File: src/rtl/alu_pkg.sv
`default_nettype none
// ============================================================
// Package  : alu_pkg
// Purpose  : shared encodings and state type for alu_seq
// Revision : 1.0
// ============================================================
package alu_pkg;

  localparam int c_width_default = 32;

  // base funct3 (i_muldiv = 0)
  localparam logic [2:0] c_op_add  = 3'b000;
  localparam logic [2:0] c_op_sll  = 3'b001;
  localparam logic [2:0] c_op_slt  = 3'b010;
  localparam logic [2:0] c_op_sltu = 3'b011;
  localparam logic [2:0] c_op_xor  = 3'b100;
  localparam logic [2:0] c_op_sr   = 3'b101;
  localparam logic [2:0] c_op_or   = 3'b110;
  localparam logic [2:0] c_op_and  = 3'b111;

  // M-extension funct3 (i_muldiv = 1)
  localparam logic [2:0] c_mop_mul    = 3'b000;
  localparam logic [2:0] c_mop_mulh   = 3'b001;
  localparam logic [2:0] c_mop_mulhsu = 3'b010;
  localparam logic [2:0] c_mop_mulhu  = 3'b011;
  localparam logic [2:0] c_mop_div    = 3'b100;
  localparam logic [2:0] c_mop_divu   = 3'b101;
  localparam logic [2:0] c_mop_rem    = 3'b110;
  localparam logic [2:0] c_mop_remu   = 3'b111;

  // branch funct3
  localparam logic [2:0] c_br_eq  = 3'b000;
  localparam logic [2:0] c_br_ne  = 3'b001;
  localparam logic [2:0] c_br_lt  = 3'b100;
  localparam logic [2:0] c_br_ge  = 3'b101;
  localparam logic [2:0] c_br_ltu = 3'b110;
  localparam logic [2:0] c_br_geu = 3'b111;

  typedef enum logic [1:0] {
    IDLE = 2'd0,
    MUL  = 2'd1,
    DIV  = 2'd2,
    DONE = 2'd3
  } state_t;

endpackage
`default_nettype wire

File: src/rtl/alu_seq_muldiv_iter.sv
`default_nettype none
// ============================================================
// Module   : muldiv_iter
// Purpose  : one-bit-per-cycle shift-add multiply / restoring divide on magnitudes
// Revision : 1.0
// ============================================================
module muldiv_iter #(
  parameter int WIDTH = 32
) (
  input  logic             i_clk,
  input  logic             i_rst_n,
  input  logic             i_start,
  input  logic             i_is_div,
  input  logic [WIDTH-1:0] i_a,
  input  logic [WIDTH-1:0] i_b,
  output logic [WIDTH-1:0] o_hi,
  output logic [WIDTH-1:0] o_lo,
  output logic             o_done
);

  localparam int CW = $clog2(WIDTH);

  logic [WIDTH-1:0] r_hi, r_lo, r_b;
  logic             r_div, r_busy;
  logic [CW-1:0]    r_cnt;

  logic [WIDTH-1:0] w_hi, w_lo, w_b, w_nhi, w_nlo;
  logic             w_div;
  logic [WIDTH:0]   w_sum, w_trial;

  // The start cycle already performs the first step on the incoming operands,
  // so the last step lands on the edge before the top's fix-up edge.
  always_comb begin
    w_hi    = i_start ? '0 : r_hi;
    w_lo    = i_start ? i_a : r_lo;
    w_b     = i_start ? i_b : r_b;
    w_div   = i_start ? i_is_div : r_div;
    w_sum   = {1'b0, w_hi} + (w_lo[0] ? {1'b0, w_b} : '0);
    w_trial = {w_hi, w_lo[WIDTH-1]} - {1'b0, w_b};
    if (w_div) begin
      if (w_trial[WIDTH]) begin
        w_nhi = {w_hi[WIDTH-2:0], w_lo[WIDTH-1]};
        w_nlo = {w_lo[WIDTH-2:0], 1'b0};
      end else begin
        w_nhi = w_trial[WIDTH-1:0];
        w_nlo = {w_lo[WIDTH-2:0], 1'b1};
      end
    end else begin
      w_nhi = w_sum[WIDTH:1];
      w_nlo = {w_sum[0], w_lo[WIDTH-1:1]};
    end
  end

  always_ff @(posedge i_clk) begin
    if (!i_rst_n) begin
      r_busy <= 1'b0;
      r_cnt  <= '0;
      r_hi   <= '0;
      r_lo   <= '0;
      r_b    <= '0;
      r_div  <= 1'b0;
    end else if (i_start) begin
      r_busy <= 1'b1;
      r_cnt  <= CW'(WIDTH - 1);
      r_hi   <= w_nhi;
      r_lo   <= w_nlo;
      r_b    <= i_b;
      r_div  <= i_is_div;
    end else if (r_busy) begin
      if (r_cnt != '0) begin
        r_cnt <= r_cnt - 1'b1;
        r_hi  <= w_nhi;
        r_lo  <= w_nlo;
      end else begin
        r_busy <= 1'b0;
      end
    end
  end

  assign o_hi   = r_hi;
  assign o_lo   = r_lo;
  assign o_done = r_busy && (r_cnt == '0);

endmodule
`default_nettype wire

File: src/rtl/alu_seq.sv
`default_nettype none
// ============================================================
// Module   : alu_seq
// Purpose  : execute-stage ALU, single-cycle base ops plus iterative RV32M
// Revision : 1.0
// ============================================================
module alu_seq
  import alu_pkg::*;
#(
  parameter int WIDTH = c_width_default
) (
  input  logic             i_clk,
  input  logic             i_rst_n,
  input  logic             i_valid,
  output logic             o_ready,
  input  logic [WIDTH-1:0] i_a,
  input  logic [WIDTH-1:0] i_b,
  input  logic [2:0]       i_op,
  input  logic             i_sub,
  input  logic             i_arith_shift,
  input  logic             i_muldiv,
  input  logic [2:0]       i_branch_op,
  output logic             o_valid,
  input  logic             i_ready,
  output logic [WIDTH-1:0] o_y,
  output logic             o_will_branch
);

  localparam int SHW = $clog2(WIDTH);
  localparam logic [WIDTH-1:0] c_min_neg = {1'b1, {(WIDTH-1){1'b0}}};

  state_t           r_state;
  logic [WIDTH-1:0] r_y;
  logic             r_br, r_neg_q, r_neg_r;
  logic [2:0]       r_mop;

  logic             w_accept, w_branch, w_a_neg, w_b_neg, w_corner, w_start, w_done;
  logic [SHW-1:0]   w_shamt;
  logic [WIDTH-1:0] w_base, w_a_mag, w_b_mag, w_corner_y, w_fix, w_hi, w_lo;

  assign o_ready       = (r_state == IDLE) || ((r_state == DONE) && i_ready);
  assign o_valid       = (r_state == DONE);
  assign o_y           = r_y;
  assign o_will_branch = r_br;
  assign w_accept      = i_valid && o_ready;
  assign w_shamt       = i_b[SHW-1:0];

  always_comb begin
    w_base = '0;
    case (i_op)
      c_op_add:  w_base = i_sub ? (i_a - i_b) : (i_a + i_b);
      c_op_sll:  w_base = i_a << w_shamt;
      c_op_slt:  w_base = {{(WIDTH-1){1'b0}}, $signed(i_a) < $signed(i_b)};
      c_op_sltu: w_base = {{(WIDTH-1){1'b0}}, i_a < i_b};
      c_op_xor:  w_base = i_a ^ i_b;
      c_op_sr: begin
        // kept out of a ?: so the signed operand is not coerced to unsigned
        if (i_arith_shift) w_base = $signed(i_a) >>> w_shamt;
        else               w_base = i_a >> w_shamt;
      end
      c_op_or:   w_base = i_a | i_b;
      c_op_and:  w_base = i_a & i_b;
      default:   w_base = '0;
    endcase
  end

  always_comb begin
    w_branch = 1'b0;
    case (i_branch_op)
      c_br_eq:  w_branch = (i_a == i_b);
      c_br_ne:  w_branch = (i_a != i_b);
      c_br_lt:  w_branch = ($signed(i_a) <  $signed(i_b));
      c_br_ge:  w_branch = ($signed(i_a) >= $signed(i_b));
      c_br_ltu: w_branch = (i_a <  i_b);
      c_br_geu: w_branch = (i_a >= i_b);
      default:  w_branch = 1'b0;
    endcase
  end

  assign w_a_neg = i_a[WIDTH-1] && ((i_op == c_mop_mulh) || (i_op == c_mop_mulhsu) ||
                                    (i_op == c_mop_div)  || (i_op == c_mop_rem));
  assign w_b_neg = i_b[WIDTH-1] && ((i_op == c_mop_mulh) || (i_op == c_mop_div) ||
                                    (i_op == c_mop_rem));
  assign w_a_mag = w_a_neg ? -i_a : i_a;
  assign w_b_mag = w_b_neg ? -i_b : i_b;

  always_comb begin
    w_corner   = 1'b0;
    w_corner_y = '0;
    if (i_op[2]) begin
      if (i_b == '0) begin
        w_corner   = 1'b1;
        w_corner_y = i_op[1] ? i_a : '1;
      end else if (!i_op[0] && (i_a == c_min_neg) && (i_b == '1)) begin
        w_corner   = 1'b1;
        w_corner_y = i_op[1] ? '0 : i_a;
      end
    end
  end

  assign w_start = w_accept && i_muldiv && !w_corner;

  muldiv_iter #(.WIDTH(WIDTH)) u_iter (
    .i_clk    (i_clk),
    .i_rst_n  (i_rst_n),
    .i_start  (w_start),
    .i_is_div (i_op[2]),
    .i_a      (w_a_mag),
    .i_b      (w_b_mag),
    .o_hi     (w_hi),
    .o_lo     (w_lo),
    .o_done   (w_done)
  );

  // High half of a negated double-width product: ~hi plus the carry out of ~lo+1.
  always_comb begin
    w_fix = '0;
    case (r_mop)
      c_mop_mul:    w_fix = w_lo;
      c_mop_mulh,
      c_mop_mulhsu,
      c_mop_mulhu:  w_fix = r_neg_q ? (~w_hi + {{(WIDTH-1){1'b0}}, w_lo == '0}) : w_hi;
      c_mop_div,
      c_mop_divu:   w_fix = r_neg_q ? -w_lo : w_lo;
      c_mop_rem,
      c_mop_remu:   w_fix = r_neg_r ? -w_hi : w_hi;
      default:      w_fix = w_lo;
    endcase
  end

  always_ff @(posedge i_clk) begin
    if (!i_rst_n) begin
      r_state <= IDLE;
      r_y     <= '0;
      r_br    <= 1'b0;
      r_mop   <= '0;
      r_neg_q <= 1'b0;
      r_neg_r <= 1'b0;
    end else begin
      case (r_state)
        IDLE, DONE: begin
          if (w_accept) begin
            r_mop   <= i_op;
            r_neg_q <= w_a_neg ^ w_b_neg;
            r_neg_r <= w_a_neg;
            if (!i_muldiv) begin
              r_y     <= w_base;
              r_br    <= w_branch;
              r_state <= DONE;
            end else begin
              r_br <= 1'b0;
              if (w_corner) begin
                r_y     <= w_corner_y;
                r_state <= DONE;
              end else begin
                r_state <= i_op[2] ? DIV : MUL;
              end
            end
          end else if ((r_state == DONE) && i_ready) begin
            r_state <= IDLE;
          end
        end
        MUL, DIV: begin
          if (w_done) begin
            r_y     <= w_fix;
            r_state <= DONE;
          end
        end
        default: r_state <= IDLE;
      endcase
    end
  end

endmodule
`default_nettype wire

File: config.mk
export PLATFORM = sky130hd
export DESIGN_NAME = alu_seq
export DESIGN_NICKNAME = d
export VERILOG_FILES = /design/src/rtl/alu_pkg.sv /design/src/rtl/alu_seq_muldiv_iter.sv /design/src/rtl/alu_seq.sv
export SDC_FILE = /design/constraint.sdc
export NUM_CORES = 1
export LEC_CHECK = 0
export CELL_PAD_IN_SITES_DETAIL_PLACEMENT = 1
export CELL_PAD_IN_SITES_GLOBAL_PLACEMENT = 2
export CORE_MARGIN = 3
export CORE_UTILIZATION = 35
export DETAILED_ROUTE_END_ITERATION = 16
export GPL_TIMING_DRIVEN = 0
export HOLD_SLACK_MARGIN = 0.08
export PLACE_DENSITY_LB_ADDON = 0.1
export SLEW_MARGIN = 20
export SYNTH_ARGS = -nofsm -noshare
export SYNTH_HDL_FRONTEND = slang
export SYNTH_SLANG_ARGS = --single-unit
File: constraint.sdc
create_clock -name i_clk -period 10 [get_ports i_clk]
set_clock_uncertainty 0.05 [all_clocks]
set_input_delay 1.5 -clock i_clk [delete_from_list [all_inputs] [get_ports i_clk]]
set_output_delay 1.5 -clock i_clk [all_outputs]
set_load 0.01 [all_outputs]
### Yosys cells after proc, flatten, opt, wreduce, memory -nomap -nowiden

Cells that the tools add are included.

* output and inout port bits: 35
* memory bits (writable): 0
* logic and storage cells: 152
* flip-flop bits (word level): 143
* latch bits: 0
* ROM bits: 0
* input port bits: 77
* memories: 0

* bitwise operators: 5
* multiplexer cells: 52
* add/subtract/negate cells: 10
* reduce and logical (&&, ||, !) cells: 36
* equality and inequality tests: 30
* order comparisons: 4
* multipliers: 0
* shift-type cells: 3
* divide/modulo/power cells: 0

Operators by type and width (number)
* $mux W32: 29
* $pmux W32 S8: 1
* $neg A32 Y32: 4
* $pmux W32 S4: 1
* $eq A32 B32 Y1 const B: 2
* $ge A32 B32 Y1: 2
* $logic_not A32 Y1: 2
* $lt A32 B32 Y1: 2
* $pmux W32 S2: 1
* $eq A3 B3 Y1 const B: 12
* $add A32 B33 Y33: 1
* $sub A33 B32 Y33: 1
* $add A32 B1 Y32: 1
* $add A32 B32 Y32: 1
* $and A32 B32 Y32: 1
* $eq A32 B32 Y1: 1
* $ne A32 B32 Y1: 1
* $not A32 Y32: 1
* $or A32 B32 Y32: 1
* $shl A32 B5 Y32: 1
* $shr A32 B5 Y32: 1
* $sshr A32 B5 Y32: 1
* $sub A32 B32 Y32: 1
* $xor A32 B32 Y32: 1
* other kinds (26): 70

### Longest topological paths before layout

* depth in word-level cells: 15
* gate-level depth with buffers: 35
* depth with buffers taken out: 25

### Hierarchy

From an unflattened synthesis, not the netlist that was laid out.

* cells, all modules: 3403
* area, all modules: 23755.3 um^2

By module, submodules not included
* alu_seq: instances 1, sequential area each 800.8 um^2, area an instance 15099.5 um^2, cells an instance 2342
* muldiv_iter: instances 1, sequential area each 2062.0 um^2, area an instance 8655.8 um^2, cells an instance 1061

### Least setup slack after synthesis

OpenSTA, ideal clock, no wires.

* path kind: in2reg
* start point: in i_b[1]
* end point: reg u_iter.r_hi[28], in the netlist u_iter.o_hi[28]
* arrival: 8.448 ns
* library setup time: 0.087 ns
* setup slack: 1.415 ns
* stages on the path: 35
* buffers on the path: 10
* data required time: 9.863 ns
* cell sequence: buf_1 -> inv_2 -> buf_1 -> buf_1 -> ha_1 -> or3b_1 -> clkbuf_1 -> nor3_2 -> and4_1 -> nand2_1 -> nand2_2 -> buf_4 -> buf_2 -> clkbuf_1 -> clkbuf_1 -> buf_1 -> nor2_1 -> a21oi_1 -> nor2_1 -> ha_1 -> clkbuf_1 -> a21o_1 -> nand2_1 -> nand2_1 -> maj3_1 -> o21ai_0 -> o31ai_1 -> a221o_1 -> a41o_1 -> a31oi_1 -> o21ai_2 -> a221oi_2 -> xnor2_1 -> nor2_1 -> o31ai_1

* cells in the longest elaborated chain, start to end: 14
* elaborated cells on any way between the ends: 25
* those cells by class: add/sub (3); eq/ne (1); mux (14); reduce/logical (7)

Ends and longest elaborated chain
* start, declared: RTL line alu_seq.sv:17 `input logic [WIDTH-1:0] i_b,`
* parallel branches: the longest is 14 deep, another holds $add A32 B33 Y33
* end signal, assigned: RTL line alu_seq_muldiv_iter.sv:65 `r_hi <= w_nhi;`
* end signal, assigned: RTL line alu_seq_muldiv_iter.sv:72 `r_hi <= w_nhi;`
* end, declared: RTL line alu_seq_muldiv_iter.sv:23 `logic [WIDTH-1:0] r_hi, r_lo, r_b;`

Parallel ways; which one is timed is not known. The select of a mux whose other input is x is not followed.
A chain may end at the register's enable or synchronous reset.

### Final worst setup path

* start point: in i_b[0]
* end point: reg u_iter.r_hi[12], in the netlist u_iter.o_hi[12]

Same word-level chain as after synthesis.

==> metrics.yaml <==
final_nets: 3950
routedWlPerCell_um: 35.4
grt_pass1_wl_um: 227000
min_period_ps: 9980
rr_startpoint: "r_state[1]"
syn-cell-area_um2: 23400
drive_above_1_share: 0.0390
cpPeakStageDelay_ps: 580
hold_path.class: "flop to flop"
status: "finished, final reports clean"
setup_violations: 0
slowest_stage: "clkdlybuf4s50_1"
drtAntennaViolNets: 0
pwr_density_cell_nw_per_um2: 238
seq_area_um2: 2860
grt_pass1_vias: 30500
startpoint: "i_b[0]"
arrival_ps: 10260
cp_data_required_time_ps: 10280
syn_nets: 3823
grt_usage: 0.445
cts_buffers: 17
core.rowCount: 94
clk_pin_slew_ps: 90
chipHeight_um: 264
fin_cells: 4588
synth-seq-cells: 143
peakVddDrop_mv: 0.211
worst_pin_slew_ps: 1270
synth-main-ff-cell: "dfxtp_1"
slew-limit-headroom: 0.145
area_growth_pct: 12.2
crit_type: "input pin to flop"
fmax_mhz: 100
yosysWarnings: 0
ys_async_sr_fraction: 0
hold_viol: 0
synth_cell_types: 103
dr.pass1.iters: 8
drv_cap: 0
post-dp-hpwl_um: 132000
die_w_um: 264
clk_latency_ps: 460
dpl_cell_area_um2: 25600
nFillCells: 8620
cts_tree: "done"
portBuffers: 109
drv_slew: 0
dp.cells: 4555
syn_avg_cell_area_um2: 6.53
ys_seq_area_frac: 0.122
syn_inst: 3581
critPathMaxFanout: 10
routed_wirelength_um: 162000
gp_congestion: 1.12
rsz0062_at_grt: "false"
overflow: 0
cts-root-buf: "clkbuf_16"
start_kind: "input pin"
period_share: 0.998
remaining_drc_errors: 0
io_pins: 112
fin_area_um2: 26200
drtIter0Drc: 4491
coreArea_um2: 66000
cts_max_level: 4
multi_input_area_um2: 18900
grt_max_degree: 31
critPathTopFamily: "buffers and inverters"
viasPerCell: 6.93
dr_total_vias: 31800
critPathBufInv: 10
cp-end-kind: "flop"
crit_top_cell: "clkbuf_1"
cts.sinks: 143
initial_core_util: 0.354
synth_edf_count: 0
die_area_um2: 69900
min_from: "o_y[25]"
antenna_found_initial: 9
p_leak_nw: 10.1
clock_path_buffers: 2
-- timing repair --
item	CTS	global route
resized for setup	10	17
setup endpoints to repair	33	33
hold buffers	0	0
buffers inserted	0	0
-- worst min-delay path, stage by stage, from the launching register on --
cell and delay (ps):
dfxtp_1 340, a31oi_1 80, o21ai_0 70
-- registers in the layout (all words and copies together) (netlist names), 2 cells and up --
name	count
r_state	2
u_iter.r_b	32
u_iter.o_lo	32
u_iter.o_hi	32
r_mop	3
u_iter.r_cnt	5
o_y	32
-- layout make-up --
class,count,share of cell area
Clock inverter,15,0.00753
Timing Repair Buffer,110,0.0420
Antenna cell,3,0.000286
Clock buffer,17,0.0162
Multi-Input combinational cell,3016,0.721
Inverter,150,0.0217
Tap cell,864,0.0412
Sequential cell,143,0.109
Buffer,270,0.0411
-- final timing paths --
check,endpoint,slack (ps),depth (start not counted)
max,u_iter.o_hi[12],20,27
min reg2reg,o_y[25],460,2
max reg2reg,u_iter.o_hi[12],2460,24
min,o_y[25],460,2
-- metrics by stage --
| stage | util | power (mW) | TNS (ps) | setup WS, ps | hold WS (ps) |
|---|---|---|---|---|---|
| 2_1_floorplan | - | 3.48 | 0 | 1410 | 401 |
| 3_3_place_gp | 0.387 | 5.19 | -82910 | -2690 | 435 |
| 3_5_place_dp | 0.388 | 5.28 | -68610 | -2350 | 442 |
| 4_1_cts | 0.397 | 5.97 | 0 | 6.80 | 463 |
| 5_1_grt | 0.398 | 6.45 | 0 | 3.44 | 482 |
| 6_report | 0.398 | 6.25 | 0 | 21.9 | 460 |
-- logic make-up after synthesis --
| logic type | Yosys count | synth area share |
|---|---|---|
| xor gates and xnor gates | 193 | 0.0729 |
| and+or+nand+nor | 1266 | 0.248 |
| AOI/OAI and AO/OA | 1287 | 0.342 |
| adders and majority gates | 172 | 0.0919 |
| buffers and inverters | 422 | 0.0695 |
| DFF | 143 | 0.122 |
| muxes | 98 | 0.0529 |
-- power by group --
| part | switching, mW | internal, mW | total, mW |
|---|---|---|---|
| clock network | 0.347 | 0.340 | 0.688 |
| logic | 3.26 | 1.39 | 4.65 |
| registers | 0.208 | 0.706 | 0.914 |
| total | 3.82 | 2.43 | 6.25 |
-- cell usage in the layout, fill, tap and decap left out, types with 63 or more instances in the layout --
cell             count
inv_1              145
ha_1               163
clkdlybuf4s50_1    108
nor3_1             114
nor2_1             503
a21o_1              63
mux2i_1             74
nand2_1            303
o21ai_0            378
clkbuf_1           211
dfxtp_1            143
nand3_1             76
xnor2_1            159
a21oi_1            364
-- per-layer routing --
layer  global-route usage  vias up  share of wire
met5                    0        -        0.00030
met4                0.183        8          0.052
met3                0.170      423           0.14
met2                0.631     2275           0.39
met1                0.599    15800           0.41
li1                     -    13200              -
-- cells in the mapped netlist (32+ instances only) --
cell type / instances / share of area
nor3_1: 114 / 0.024
ha_1: 163 / 0.087
dfxtp_1: 143 / 0.12
clkbuf_1: 217 / 0.035
nand2_1: 303 / 0.049
buf_1: 40 / 0.0064
o21ai_0: 380 / 0.081
o211ai_1: 45 / 0.014
and2_1: 38 / 0.010
or3_1: 34 / 0.0091
a21o_1: 63 / 0.020
xor2_1: 32 / 0.012
nor2_1: 505 / 0.081
a21oi_1: 365 / 0.078
nand4_1: 34 / 0.0091
mux2i_1: 74 / 0.032
inv_1: 145 / 0.023
a31oi_1: 58 / 0.016
xnor2_1: 159 / 0.060
nand3_1: 76 / 0.016
a211oi_1: 51 / 0.016
(Power assumes the default switching activity.)
